**config.mk**
```make
export PLATFORM = sky130hd
export DESIGN_NAME = parking_time_keeper
export DESIGN_NICKNAME = d
export VERILOG_FILES = /design/src/rtl/parking_time_keeper.sv
export SDC_FILE = /design/constraint.sdc
export NUM_CORES = 1
export LEC_CHECK = 0
export BUFFER_PORTS_ARGS = -buffer_cell sky130_fd_sc_hd__buf_2
export CAP_MARGIN = 40
export CELL_PAD_IN_SITES_DETAIL_PLACEMENT = 1
export CELL_PAD_IN_SITES_GLOBAL_PLACEMENT = 2
export CORE_MARGIN = 2
export CORE_UTILIZATION = 39
export DETAILED_ROUTE_END_ITERATION = 6
export PLACE_DENSITY_LB_ADDON = 0.12
export SYNTH_ARGS = -nofsm -noshare
export SYNTH_HDL_FRONTEND = slang
export SYNTH_SLANG_ARGS = --single-unit
```
**constraint.sdc**
```tcl
create_clock -name CLK -period 4.6 [get_ports CLK]
set_clock_uncertainty 0.15 [all_clocks]
set_input_delay 0.46 -clock CLK [delete_from_list [all_inputs] [get_ports CLK]]
set_output_delay 0.46 -clock CLK [all_outputs]
set_load 0.03 [all_outputs]
```
**src/rtl/parking_time_keeper.sv**
```systemverilog
// ---------------------------------------------------------------------------
// parking_time_keeper
//
// Prescaled hour:minute:day time base for the parking manager. A 32-bit
// prescaler divides CLK down to one minute every TICK_DIV enabled cycles.
// Minutes roll into hours and hours roll into days. Time can be frozen (en=0)
// or preset at run time (load). A preset that is out of range is rejected
// and flagged with load_err.
//
// Ports:
//   CLK        in   system clock, rising edge
//   Start      in   asynchronous active-high reset, clears all state
//   en         in   1 = time advances, 0 = time and prescaler hold
//   load       in   1-cycle preset request (takes priority over counting)
//   load_hour  in   preset hour   [HOUR_W]
//   load_min   in   preset minute [MIN_W]
//   hour       out  current hour  [HOUR_W]
//   minute     out  current minute[MIN_W]
//   day        out  days since reset, modulo 2^DAY_W [DAY_W]
//   min_pulse  out  1-cycle strobe, minute advanced
//   hour_pulse out  1-cycle strobe, hour advanced
//   day_pulse  out  1-cycle strobe, hour wrapped to 0
//   load_err   out  1-cycle strobe, a load was rejected
//
// Strobe semantics: each *_pulse / load_err output is registered. It is
// high for exactly the cycle after the edge that caused it. There is no
// back-pressure, so consumers must sample every cycle. The pulses nest:
// day_pulse implies hour_pulse, and hour_pulse implies min_pulse.
// ---------------------------------------------------------------------------
module parking_time_keeper #(
   parameter int unsigned TICK_DIV      = 700,
   parameter int          MIN_PER_HOUR  = 60,
   parameter int          HOURS_PER_DAY = 24,
   parameter int          MIN_W         = 6,
   parameter int          HOUR_W        = 5,
   parameter int          DAY_W         = 8
) (
   input  logic              CLK,
   input  logic              Start,
   input  logic              en,
   input  logic              load,
   input  logic [HOUR_W-1:0] load_hour,
   input  logic [MIN_W-1:0]  load_min,
   output logic [HOUR_W-1:0] hour,
   output logic [MIN_W-1:0]  minute,
   output logic [DAY_W-1:0]  day,
   output logic              min_pulse,
   output logic              hour_pulse,
   output logic              day_pulse,
   output logic              load_err
);

   localparam logic [31:0]       PRE_TERM  = 32'(TICK_DIV - 1);
   localparam logic [MIN_W-1:0]  MIN_LAST  = MIN_W'(MIN_PER_HOUR - 1);
   localparam logic [HOUR_W-1:0] HOUR_LAST = HOUR_W'(HOURS_PER_DAY - 1);

   logic [31:0]       pre;
   logic [31:0]       pre_nxt;
   logic [HOUR_W-1:0] hour_nxt;
   logic [MIN_W-1:0]  minute_nxt;
   logic [DAY_W-1:0]  day_nxt;
   logic              min_pulse_nxt;
   logic              hour_pulse_nxt;
   logic              day_pulse_nxt;
   logic              load_err_nxt;

   logic load_ok;
   logic tick;

   assign load_ok = (load_hour <= HOUR_LAST) && (load_min <= MIN_LAST);
   // A terminal count only matters when no load competes for the edge.
   // A rejected load also blocks counting on its edge.
   assign tick    = en && !load && (pre == PRE_TERM);

   // Next-state logic. The default is hold with all strobes low.
   always_comb begin
      pre_nxt        = pre;
      hour_nxt       = hour;
      minute_nxt     = minute;
      day_nxt        = day;
      min_pulse_nxt  = 1'b0;
      hour_pulse_nxt = 1'b0;
      day_pulse_nxt  = 1'b0;
      load_err_nxt   = 1'b0;

      if (load) begin
         if (load_ok) begin
            hour_nxt   = load_hour;
            minute_nxt = load_min;
            pre_nxt    = 32'd0;
         end else begin
            load_err_nxt = 1'b1;
         end
      end else if (tick) begin
         pre_nxt       = 32'd0;
         min_pulse_nxt = 1'b1;
         if (minute == MIN_LAST) begin
            minute_nxt     = '0;
            hour_pulse_nxt = 1'b1;
            if (hour == HOUR_LAST) begin
               hour_nxt      = '0;
               day_nxt       = day + DAY_W'(1);
               day_pulse_nxt = 1'b1;
            end else begin
               hour_nxt = hour + HOUR_W'(1);
            end
         end else begin
            minute_nxt = minute + MIN_W'(1);
         end
      end else if (en) begin
         pre_nxt = pre + 32'd1;
      end
   end

   // State register. Start clears everything, including partial
   // prescaler progress.
   always_ff @(posedge CLK or posedge Start) begin
      if (Start) begin
         pre        <= 32'd0;
         hour       <= '0;
         minute     <= '0;
         day        <= '0;
         min_pulse  <= 1'b0;
         hour_pulse <= 1'b0;
         day_pulse  <= 1'b0;
         load_err   <= 1'b0;
      end else begin
         pre        <= pre_nxt;
         hour       <= hour_nxt;
         minute     <= minute_nxt;
         day        <= day_nxt;
         min_pulse  <= min_pulse_nxt;
         hour_pulse <= hour_pulse_nxt;
         day_pulse  <= day_pulse_nxt;
         load_err   <= load_err_nxt;
      end
   end

endmodule
```
After elaboration in Yosys (flattened, before gate mapping)

Cells that the tools add are included.

Register bits after elaboration: 55
Input port bits: 15
Output and inout port bits: 23
Word-level logic and storage cells: 54

$add $sub $neg: 4
Order comparisons: 2
Equal/unequal tests: 4
Multiplexer cells: 24
Bitwise logic cells: 1
Reductions and logical operators: 11

Operators by type and width:

| cell                    | number |
|---|---|
| $mux W32                | 4 |
| $add A32 B1 Y32 const B | 1 |
| $eq A32 B10 Y1 const B  | 1 |
| $mux W5                 | 5 |
| $mux W6                 | 4 |
| $mux W1                 | 11 |
| $add A8 B1 Y8 const B   | 1 |
| $add A6 B1 Y6 const B   | 1 |
| $eq A6 B6 Y1 const B    | 1 |
| $le A6 B6 Y1 const B    | 1 |
| $add A5 B1 Y5 const B   | 1 |
| $eq A5 B5 Y1 const B    | 1 |
| $le A5 B5 Y1 const B    | 1 |
| $reduce_and A2 Y1       | 2 |
| $reduce_and A4 Y1       | 1 |
| $reduce_bool A2 Y1      | 2 |
| $logic_and A1 B1 Y1     | 3 |
| $reduce_and A3 Y1       | 1 |
| $reduce_bool A3 Y1      | 1 |
| $ne A2 B1 Y1 const B    | 1 |
| $logic_not A1 Y1        | 1 |
| $not A1 Y1              | 1 |

Depth between registers and ports, before layout

Gate-level depths: netlist of the first run.

Depth in word-level cells: 5
Gate-level depth with buffers: 8
Gate-level depth less buffers: 6

Worst setup path after synthesis of the first run

Ideal clock, no wire load.

Path kind: reg2reg
Start: reg minute[0]
End: reg day[1]
Data arrival time: 2107 ps
Slack: 2218 ps
Cell stages (with the launch flop): 6
Path buffers: 0
Clock period less this slack: 2382 ps
Cell sequence: dfrtp_1 > ha_1 > and4b_1 > nand3_1 > nor4_2 > mux2_2

Word-level cells in the longest chain between the ends: 2

RTL lines:

| what                        | RTL line | text |
|---|---|---|
| start: declaration          | 45       | `output logic [MIN_W-1:0] minute,` |
| start signal: assignment    | 130      | `minute <= minute_nxt;` |
| $eq A6 B6 Y1                | 97       | `if (minute == MIN_LAST) begin` |
| $reduce_and A4 Y1 (no line) | n/a      |  |
| end signal: assignment      | 131      | `day <= day_nxt;` |
| end: declaration            | 46       | `output logic [DAY_W-1:0] day,` |

No other way between the ends.
A chain may end at the register's enable or synchronous reset.

Final worst setup path of the first run

Start: reg pre[0]
End: reg minute[0]

Word-level cells in the longest chain between the ends: 4

RTL lines:

| what                         | RTL line | text |
|---|---|---|
| start: declaration           | 57       | `logic [31:0] pre;` |
| start signal: assignment     | 128      | `pre <= pre_nxt;` |
| $eq A32 B10 Y1               | 73       | `assign tick = en && !load && (pre == PRE_TERM);` |
| $logic_and A1 B1 Y1          | 73       |  |
| $reduce_bool A2 Y1 (no line) | n/a      |  |
| $reduce_and A2 Y1 (no line)  | n/a      |  |

No other way between the ends.

==> results of run 1 <==
report_power, final:
group	switching [W]	internal, W
logic	0.000137	0.0000764
clock network	0.000178	0.000113
registers	0.0000379	0.000513
total	0.000352	0.000703
worst reg2reg max path, cell delays in order (launching register included):
cell	delay (ns)
dfrtp_1	0.44
ha_1	0.23
nor3b_1	0.20
nand4_1	0.30
nor3_1	0.62
or2_2	0.56
mux2_2	0.40
kinds of logic (layout without fill, tap and decap cells):
kind of cell / after synthesis / count (layout)
flip-flops: 55 / 55
AO/OA/AOI/OAI: 70 / 70
AND/OR/NAND/NOR: 138 / 138
adder cells (fa/ha/maj): 4 / 4
XOR/XNOR: 23 / 23
buffers and inverters: 25 / 59
multiplexers: 8 / 8
flip-flops by register name, summed over array words and instances, names as in the netlist:
| register | count |
|---|---|
| day | 8 |
| day_pulse | 1 |
| hour | 5 |
| hour_pulse | 1 |
| load_err | 1 |
| min_pulse | 1 |
| minute | 6 |
| pre | 32 |
cell usage after synthesis (2+ instances only):
library cell and n:
nand4_1 11, ha_1 4, o2bb2ai_1 2, a211oi_1 2, mux2_2 6, clkbuf_1 12
nor4_1 13, and4b_1 3, nor4b_1 4, inv_1 10, o22ai_1 4, nor3_1 8
dfrtp_1 55, or4_1 2, a41oi_1 3, xnor2_1 15, a22o_1 6, a31oi_1 15
nand3_1 18, a21oi_1 11, nor3b_1 2, nor2_1 28, nand2_1 28, o31ai_1 3
or4_4 3, and4_1 3, mux2i_1 2, xor2_1 8, and3_1 3, or3_1 2
o21ai_0 13, or2_2 2, o31a_1 2, a31o_2 2, buf_2 3
metrics by stage:
stage,hold WS [ns],utilization,area (um2),cells
CTS,0.298,0.450,3440,459
finish,0.314,0.450,3440,459
global placement,0.258,0.434,3320,448
detailed placement,0.267,0.436,3340,450
floorplan,0.297,-,3050,323
global route,0.343,0.450,3440,459
final cells by class:
cell class	instances	area, um2	area share
multi-input cells	243	1590	0.460
flip-flops and latches	55	1380	0.400
repair buffers	41	219	0.0636
well taps	102	128	0.0371
clock buffers	5	68.8	0.0200
inverters	10	37.5	0.0109
clock inverters	3	28.8	0.00836
worst min-delay path by stage:
stage,slack (ns),depth (start not counted),to
final,0.31,3,hour[4]
after global routing,0.34,1,day[7]
after CTS,0.30,3,hour[4]
after detailed placement,0.27,2,day[7]
after global placement,0.26,2,day[7]
after floorplan,0.30,1,pre[31]
metal layers:
metal / track usage / routed length (um) / vias to the layer above
met5: 0 / 0 / -
met4: 0.0572 / 127 / 0
met3: 0.0309 / 239 / 10
met2: 0.341 / 3800 / 36
met1: 0.258 / 3760 / 1336
li1: - / - / 1270
timing repair:
action | CTS | global route
gates resized for setup | 0 | 0
buffers inserted | 0 | 0
hold buffers | 1 | 0
endpoints found under the hold margin | 12 | 0
==> flow_summary.json, run 1 <==
{
  "synth-xor-area-share": 0.0660,
  "number_of_nets_at_the_end_of_the_flow": 375,
  "synthesis.area_mm2": 0.00305,
  "worstPathArrival_ns": 3.05,
  "synth_enable_flop_cells": 0,
  "worst_path_largest_cell_delay_ns": 0.62,
  "insertion_delay_ns": 0.32,
  "core_region_area_mm2": 0.00765,
  "fmax_mhz": 335,
  "final-setup-viol-count": 0,
  "async_flop_share": 1.00,
  "synth_simple_gate_area_share": 0.253,
  "clk_pin_slew_ns": 0.11,
  "powerDensity_mw_per_mm2": 306,
  "cts.root.buffer_cell": "clkbuf_8",
  "cp_num_buf_inv": 0,
  "timing.hold.worst.start": "load_hour[4]",
  "postLayoutSetupSlackWorst_ns": 1.62,
  "max_stage_delay_cell_worst_path": "nor3_1",
  "port_buf_inserts": 37,
  "dr.pass1.iters": 4,
  "crit-reg2reg-launch": "pre[0]",
  "synth-adder-area-share": 0.0164,
  "mostFrequentLayoutCell": "dfrtp_1",
  "ios": 38,
  "final_max_slew_viol_count": 0,
  "grt_start_max_net_pins": 44,
  "gpl.final_weighted_congestion": 0.760,
  "power_w": 0.00106,
  "synth_compound_area_frac": 0.153,
  "syn_avg_cell_area_um2": 9.45,
  "max_slew_margin": 0.433,
  "cts.path.max_buffers": 2,
  "synth_top_cell_by_area": "dfrtp_1",
  "yosys_warnings": 0,
  "first_global_vias": 2739,
  "endpoint_kind": "register",
  "synthFlopType": "dfrtp_1",
  "die_h_um": 92.5,
  "synth_sequential_area_ratio": 0.451,
  "number_of_antenna_violations_at_the_first_check_in_global_routing": 0,
  "critical-path-top-delay-family": "simple AND/OR/NAND/NOR gates",
  "reg2regPathDepth": 6,
  "post_synth_num_cell_types": 50,
  "numCtsBuffers": 5,
  "gr-total-overflow": 0,
  "ff2ff_setup_slack_ns": 1.62,
  "die_w_um": 92.5,
  "post-dp-hpwl_um": 5720,
  "path_class": "register to register",
  "detailedRoute.firstIterationViolations": 74,
  "p_leak_nw": 1.47,
  "timing.critical_path.from_type": "register",
  "drt_drc_violations_left": 0,
  "flow.area_growth_from_synthesis_pct": 12.8,
  "synth_area_leaders": "dfrtp_1 (45%), xnor2_1 (4.3%), nand2_1 (3.4%)",
  "cts.htree.levels": 2,
  "drtAntennaViolNets": 0,
  "sum_of_negative_setup_slack_ns": 0,
  "cp_cell_sequence": "ha_1, nor3b_1, nand4_1, nor3_1, or2_2, mux2_2",
  "yosys_register_bits": 55,
  "initial_utilization": 0.399,
  "synthesis.instances": 323,
  "critical_path.max_fanout": 22,
  "grt.total_usage": 0.198,
  "clock-sinks": 55,
  "syn_nets": 342,
  "post_drt_via_cell_ratio": 5.78,
  "synth.mux.area_fraction": 0.0287,
  "max_cap_violations": 0,
  "filler_instances": 906,
  "required_ns": 4.67,
  "synth.top_cell.area_share": 0.451,
  "cts_tree": "done",
  "timing.final.crit_share": 0.649,
  "period_needed_ns": 2.98,
  "rsz0062_at_grt": "no",
  "grt_first_pass_wirelength_um": 13500,
  "r2r_end": "minute[0]",
  "fp-row-count": 32,
  "route.final.wire_length_um": 7930,
  "worstMarginPinSlew_ns": 0.851,
  "final-hold-violation-count": 0,
  "dp_worst_setup_slack_ns": 1.57,
  "start_point_of_the_critical_path": "pre[0]",
  "drt-wirelength-per-cell_um": 17.3,
  "main_combinational_cell_family_by_area_after_synthesis": "simple AND/OR/NAND/NOR gates",
  "run_status": "finished clean",
  "die_area_mm2": 0.00855,
  "worst_path_depth": 6,
  "worstSetupEndpoint": "minute[0]",
  "worstHoldPathType": "input port to register",
  "power.ir.vdd_worst_v": 0.000138,
  "drive_above_1_share": 0.193,
  "layout_common_cells": "dfrtp_1 (55), buf_2 (38), nand2_1 (28), nor2_1 (28), nand3_1 (18)",
  "dr_total_vias": 2652,
  "antennaDiodeCount": 0
}
No activity file was read; power rests on OpenSTA's default activity.
==> inputs of run 2 (changes only) <==
--- a/config.mk
+++ b/config.mk
@@ -10,7 +10,7 @@
 export CELL_PAD_IN_SITES_DETAIL_PLACEMENT = 1
 export CELL_PAD_IN_SITES_GLOBAL_PLACEMENT = 2
 export CORE_MARGIN = 2
-export CORE_UTILIZATION = 39
+export CORE_UTILIZATION = 33
 export DETAILED_ROUTE_END_ITERATION = 6
 export PLACE_DENSITY_LB_ADDON = 0.12
 export SYNTH_ARGS = -nofsm -noshare
==> constraint.sdc (replaced) <==
create_clock -name CLK -period 2.39 [get_ports CLK]
set_clock_uncertainty 0.15 [all_clocks]
set_input_delay 0.239 -clock CLK [delete_from_list [all_inputs] [get_ports CLK]]
set_output_delay 0.239 -clock CLK [all_outputs]
set_load 0.03 [all_outputs]
==> run 2 against run 1 <==
Flip-flop and latch count unchanged. Clock power up 89%. Combinational power up 110%. Global-route usage down 0.81 points.
==> flow_summary.json, run 2 (same netlist as run 1, synthesis figures left out) <==
{
  "p_leak_nw": 1.65,
  "max_cap_violations": 0,
  "initial_utilization": 0.335,
  "route.final.wire_length_um": 9120,
  "post_drt_via_cell_ratio": 5.59,
  "numCtsBuffers": 5,
  "design_area_mm2": 0.00375,
  "drive_above_1_share": 0.272,
  "filler_instances": 1086,
  "layout_common_cells": "dfrtp_1 (55), buf_2 (37), buf_4 (37), nand2_1 (28), nor2_1 (28)",
  "flow.area_growth_from_synthesis_pct": 22.7,
  "drt_drc_violations_left": 0,
  "share_comb_of_total_power": 0.218,
  "r2r_end": "pre[27]",
  "power.ir.vdd_worst_v": 0.000225,
  "worstSetupEndpoint": "pre[27]",
  "dp_worst_setup_slack_ns": 0.0726,
  "reg2regPathDepth": 5,
  "drtAntennaViolNets": 0,
  "core_region_area_mm2": 0.00911,
  "cts.root.buffer_cell": "clkbuf_8",
  "gr-total-overflow": 0,
  "dr.pass1.iters": 4,
  "worst_path_depth": 5,
  "antennaDiodeCount": 0,
  "fp-row-count": 35,
  "timing.critical_path.mode_cell": "or4_4",
  "timing.final.crit_share": 0.967,
  "cts_tree": "done",
  "clock-sinks": 55,
  "area_after_dpl_mm2": 0.00361,
  "die_area_mm2": 0.0100,
  "grt.total_usage": 0.190,
  "critical_path.max_fanout": 5,
  "die_w_um": 100,
  "die_h_um": 100,
  "hold_slack_ns": 0.0816,
  "largestRegisters": "pre: 32 flops, day: 8 flops, minute: 6 flops",
  "worstPathArrival_ns": 2.41,
  "largest_register_ff_count": 32,
  "fmax_mhz": 433,
  "powerDensity_mw_per_mm2": 550,
  "intPower_w": 0.00137,
  "cts.path.max_buffers": 2,
  "drt-wirelength-per-cell_um": 18.1,
  "max_stage_delay_cell_worst_path": "or4_4",
  "clock_power_share": 0.266,
  "start_point_of_the_critical_path": "pre[3]",
  "required_ns": 2.49,
  "critical-path-top-delay-family": "simple AND/OR/NAND/NOR gates",
  "sequentialPowerShare": 0.516,
  "detailedRoute.firstIterationViolations": 75,
  "postLayoutSetupSlackWorst_ns": 0.0796,
  "number_of_antenna_violations_at_the_first_check_in_global_routing": 0,
  "first_global_vias": 2894,
  "final-setup-viol-count": 0,
  "cts.htree.levels": 2,
  "grt_first_pass_wirelength_um": 15100,
  "power_w": 0.00206,
  "cp_cell_sequence": "nand4_2, or4_4, or2_4, or4_4, a21oi_2",
  "clk_pin_slew_ns": 0.11,
  "power.switching_fraction": 0.335,
  "ios": 38,
  "grt_start_max_net_pins": 29,
  "ff2ff_setup_slack_ns": 0.08,
  "final_max_slew_viol_count": 0,
  "final-hold-violation-count": 0,
  "worstHoldPathType": "input port to register",
  "mostFrequentLayoutCell": "dfrtp_1",
  "crit-reg2reg-launch": "pre[3]",
  "endpoint_kind": "register",
  "port_buf_inserts": 37,
  "worst_path_largest_cell_delay_ns": 0.57,
  "register_bank_with_the_most_flops": "pre",
  "cp_num_buf_inv": 0,
  "period_needed_ns": 2.31,
  "path_class": "register to register",
  "max_slew_margin": 0.571,
  "post-dp-hpwl_um": 6760,
  "number_of_nets_at_the_end_of_the_flow": 411,
  "gpl.final_weighted_congestion": 0.793,
  "power.net_switching_w": 0.000690,
  "run_status": "finished clean",
  "dr_total_vias": 2817,
  "insertion_delay_ns": 0.32,
  "worstMarginPinSlew_ns": 0.643,
  "timing.critical_path.from_type": "register",
  "sum_of_negative_setup_slack_ns": 0
}
-- run 2: worst min path at each step --
stage	start	end	slack, ns	depth (start not counted)
2_1_floorplan	load_hour[3]	hour[3]	0.29	2
3_3_place_gp	Start	day_pulse	0.23	2
3_5_place_dp	Start	hour[4]	0.22	2
4_1_cts	load_hour[4]	hour[4]	0.08	3
5_1_grt	load_hour[1]	hour[1]	0.13	3
6_report	load_hour[4]	hour[4]	0.08	3
-- run 2: layer usage --
metal,vias to the layer above,global-route usage,part of all wire
li1,1346,-,-
met1,1417,0.249,0.46
met2,47,0.340,0.50
met3,7,0.0230,0.032
met4,0,0.0348,0.0079
met5,-,0,0
-- run 2: final cells by class --
cell class / instances / area [um2] / area share
clock buffers: 5 / 68.8 / 0.0184
clock inverters: 3 / 22.5 / 0.00601
multi-input cells: 243 / 1600 / 0.427
well taps: 111 / 139 / 0.0371
repair buffers: 77 / 504 / 0.135
flip-flops and latches: 55 / 1380 / 0.367
inverters: 10 / 37.5 / 0.0100
-- run 2: timing repair --
item                                    4_1_cts  5_1_grt
setup buffers                                 0        1
gates resized for setup                       0        4
endpoints found under the setup margin        0       10
hold buffers                                  1        0
hold endpoints to repair                     25        0
-- run 2: stage by stage --
stage | utilization | instances
floorplan | - | 323
CTS | 0.408 | 503
finish | 0.411 | 504
detailed placement | 0.397 | 494
global route | 0.411 | 504
global placement | 0.397 | 494
-- run 2: worst min-delay path: cells and delay by family --
family / cells / cell delay, ns
AO/OA/AOI/OAI: 2 / 0.19
buffers and inverters: 1 / 0.09
-- run 2: power groups by stage --
stage | Sequential, W | Combinational, W | Clock [W]
after floorplan | 0.00116 | 0.000198 | 0
after global placement | 0.00108 | 0.000440 | 0
after detailed placement | 0.00108 | 0.000445 | 0
after CTS | 0.00107 | 0.000447 | 0.000574
after global routing | 0.00108 | 0.000495 | 0.000611
final | 0.00106 | 0.000449 | 0.000549
==> inputs of run 3 (changes only) <==
--- a/config.mk
+++ b/config.mk
@@ -7,10 +7,10 @@
 export LEC_CHECK = 0
 export BUFFER_PORTS_ARGS = -buffer_cell sky130_fd_sc_hd__buf_2
 export CAP_MARGIN = 40
-export CELL_PAD_IN_SITES_DETAIL_PLACEMENT = 1
-export CELL_PAD_IN_SITES_GLOBAL_PLACEMENT = 2
+export CORE_ASPECT_RATIO = 1.25
 export CORE_MARGIN = 2
-export CORE_UTILIZATION = 33
+export CORE_UTILIZATION = 52
+export CTS_BUF_LIST = sky130_fd_sc_hd__clkbuf_16
 export DETAILED_ROUTE_END_ITERATION = 6
 export PLACE_DENSITY_LB_ADDON = 0.12
 export SYNTH_ARGS = -nofsm -noshare
==> run 3 against run 2 <==
Non-clock buffer count is 5 lower. Sequential share of layout area up 0.36 points. Routed wire length is 20% lower. Hold slack improved by 0.034 ns. Die area is 35% lower. Setup slack got worse by 0.0044 ns.
==> flow_summary.json, run 3 (same netlist as run 1, synthesis figures left out) <==
{
  "run_status": "finished clean",
  "powerDensity_mw_per_mm2": 587,
  "drive_above_1_share": 0.258,
  "hold_path_depth": 3,
  "final_max_slew_viol_count": 0,
  "sequentialPowerShare": 0.489,
  "largestRegisters": "pre: 32 flops, day: 8 flops, minute: 6 flops",
  "first_global_vias": 2534,
  "p_leak_nw": 1.65,
  "power.switching_fraction": 0.297,
  "drt_drc_violations_left": 0,
  "route.final.wire_length_um": 7340,
  "largest_register_ff_count": 32,
  "core_region_area_mm2": 0.00574,
  "die_h_um": 89.7,
  "clk_pin_slew_ns": 0.07,
  "cts.path.max_buffers": 2,
  "insertion_delay_ns": 0.29,
  "worstMarginPinSlew_ns": 0.427,
  "mostFrequentLayoutCell": "dfrtp_1",
  "dp_worst_setup_slack_ns": -0.0267,
  "worstHoldPathType": "input port to register",
  "path_class": "register to register",
  "layout_common_cells": "dfrtp_1 (55), buf_2 (37), buf_4 (32), nand2_1 (28), nor2_1 (27)",
  "fmax_mhz": 432,
  "endpoint_kind": "register",
  "gpl.final_weighted_congestion": 0.912,
  "clock_power_share": 0.315,
  "share_comb_of_total_power": 0.197,
  "final-hold-violation-count": 0,
  "number_of_nets_at_the_end_of_the_flow": 406,
  "power.net_switching_w": 0.000648,
  "grt_start_max_net_pins": 25,
  "filler_instances": 485,
  "ios": 38,
  "intPower_w": 0.00153,
  "power.ir.vdd_worst_v": 0.000345,
  "cts.htree.levels": 2,
  "hold_slack_ns": 0.116,
  "max_cap_violations": 0,
  "grt_first_pass_wirelength_um": 12000,
  "port_buf_inserts": 37,
  "drtAntennaViolNets": 0,
  "required_ns": 2.42,
  "gr-total-overflow": 0,
  "design_area_mm2": 0.00371,
  "critical_path.max_fanout": 7,
  "postLayoutSetupSlackWorst_ns": 0.0751,
  "post_drt_via_cell_ratio": 6.08,
  "register_bank_with_the_most_flops": "pre",
  "area_after_dpl_mm2": 0.00352,
  "timing.final.crit_share": 0.969,
  "detailedRoute.firstIterationViolations": 173,
  "layout.core_utilization": 0.646,
  "die_area_mm2": 0.00650,
  "grt.total_usage": 0.232,
  "period_needed_ns": 2.31,
  "fp-row-count": 31,
  "number_of_antenna_violations_at_the_first_check_in_global_routing": 0,
  "cts_tree": "done",
  "cts.root.buffer_cell": "clkbuf_16",
  "drt-wirelength-per-cell_um": 16.2,
  "numCtsBuffers": 5,
  "die_w_um": 72.5,
  "post-dp-hpwl_um": 5300,
  "flow.area_growth_from_synthesis_pct": 21.5,
  "timing.critical_path.from_type": "register",
  "worstPathArrival_ns": 2.34,
  "dr.pass1.iters": 4,
  "initial_utilization": 0.532,
  "antennaDiodeCount": 0,
  "dr_total_vias": 2760,
  "max_slew_margin": 0.715,
  "clock-sinks": 55,
  "reg2regPathDepth": 7,
  "final-setup-viol-count": 0
}
run 3: repair_timing:
item / CTS / global route
endpoints found under the hold margin: 11 / 0
setup buffers: 1 / 2
hold buffers: 1 / 0
resized for setup: 0 / 5
endpoints found under the setup margin: 5 / 38
pin swaps: 1 / 2
run 3: final timing paths:
kind,to,from,slack [ns]
worst max register to register,minute[0],pre[0],0.08
worst min-delay path,hour[4],load_hour[4],0.12
worst max-delay path,minute[0],pre[0],0.08
worst min register to register,day[7],day[7],0.33
min in group asynchronous,day[7],Start,0.28
max in group asynchronous,pre[13],Start,1.21
run 3: power groups by stage:
stage / clock [W] / sequential, W / combinational (W)
finish: 0.000686 / 0.00106 / 0.000428
global route: 0.000746 / 0.00107 / 0.000471
CTS: 0.000706 / 0.00106 / 0.000430
detailed placement: 0 / 0.00108 / 0.000428
global placement: 0 / 0.00108 / 0.000421
floorplan: 0 / 0.00116 / 0.000198
run 3: through the flow:
step | cells | TNS (ns) | total power [W]
final | 454 | 0 | 0.00218
after global routing | 454 | -0.129 | 0.00229
after CTS | 452 | 0 | 0.00220
after detailed placement | 442 | -0.0344 | 0.00151
after global placement | 442 | -0.0442 | 0.00150
after floorplan | 323 | 0 | 0.00136
run 3: critical path, stage by stage (launching register included):
cell and delay [ns]:
dfrtp_1 0.43, ha_1 0.23, nor3b_2 0.22, nand4_1 0.20, buf_4 0.20, nor3_1 0.23, or2_4 0.21, mux2_2 0.33
run 3: final cells by class:
cell class	count	area [um2]	area share
multi-input cells	243	1600	0.432
repair buffers	72	475	0.128
inverters	10	37.5	0.0101
clock inverters	3	11.3	0.00304
clock buffers	5	125	0.0337
well taps	66	82.6	0.0223
flip-flops and latches	55	1380	0.371
run 3: layer usage:
layer | track usage | part of all wire | vias up
li1 | - | - | 1328
met1 | 0.301 | 0.45 | 1362
met2 | 0.403 | 0.51 | 64
met3 | 0.0357 | 0.039 | 6
met4 | 0.0673 | 0.0098 | 0
met5 | 0 | 0 | -
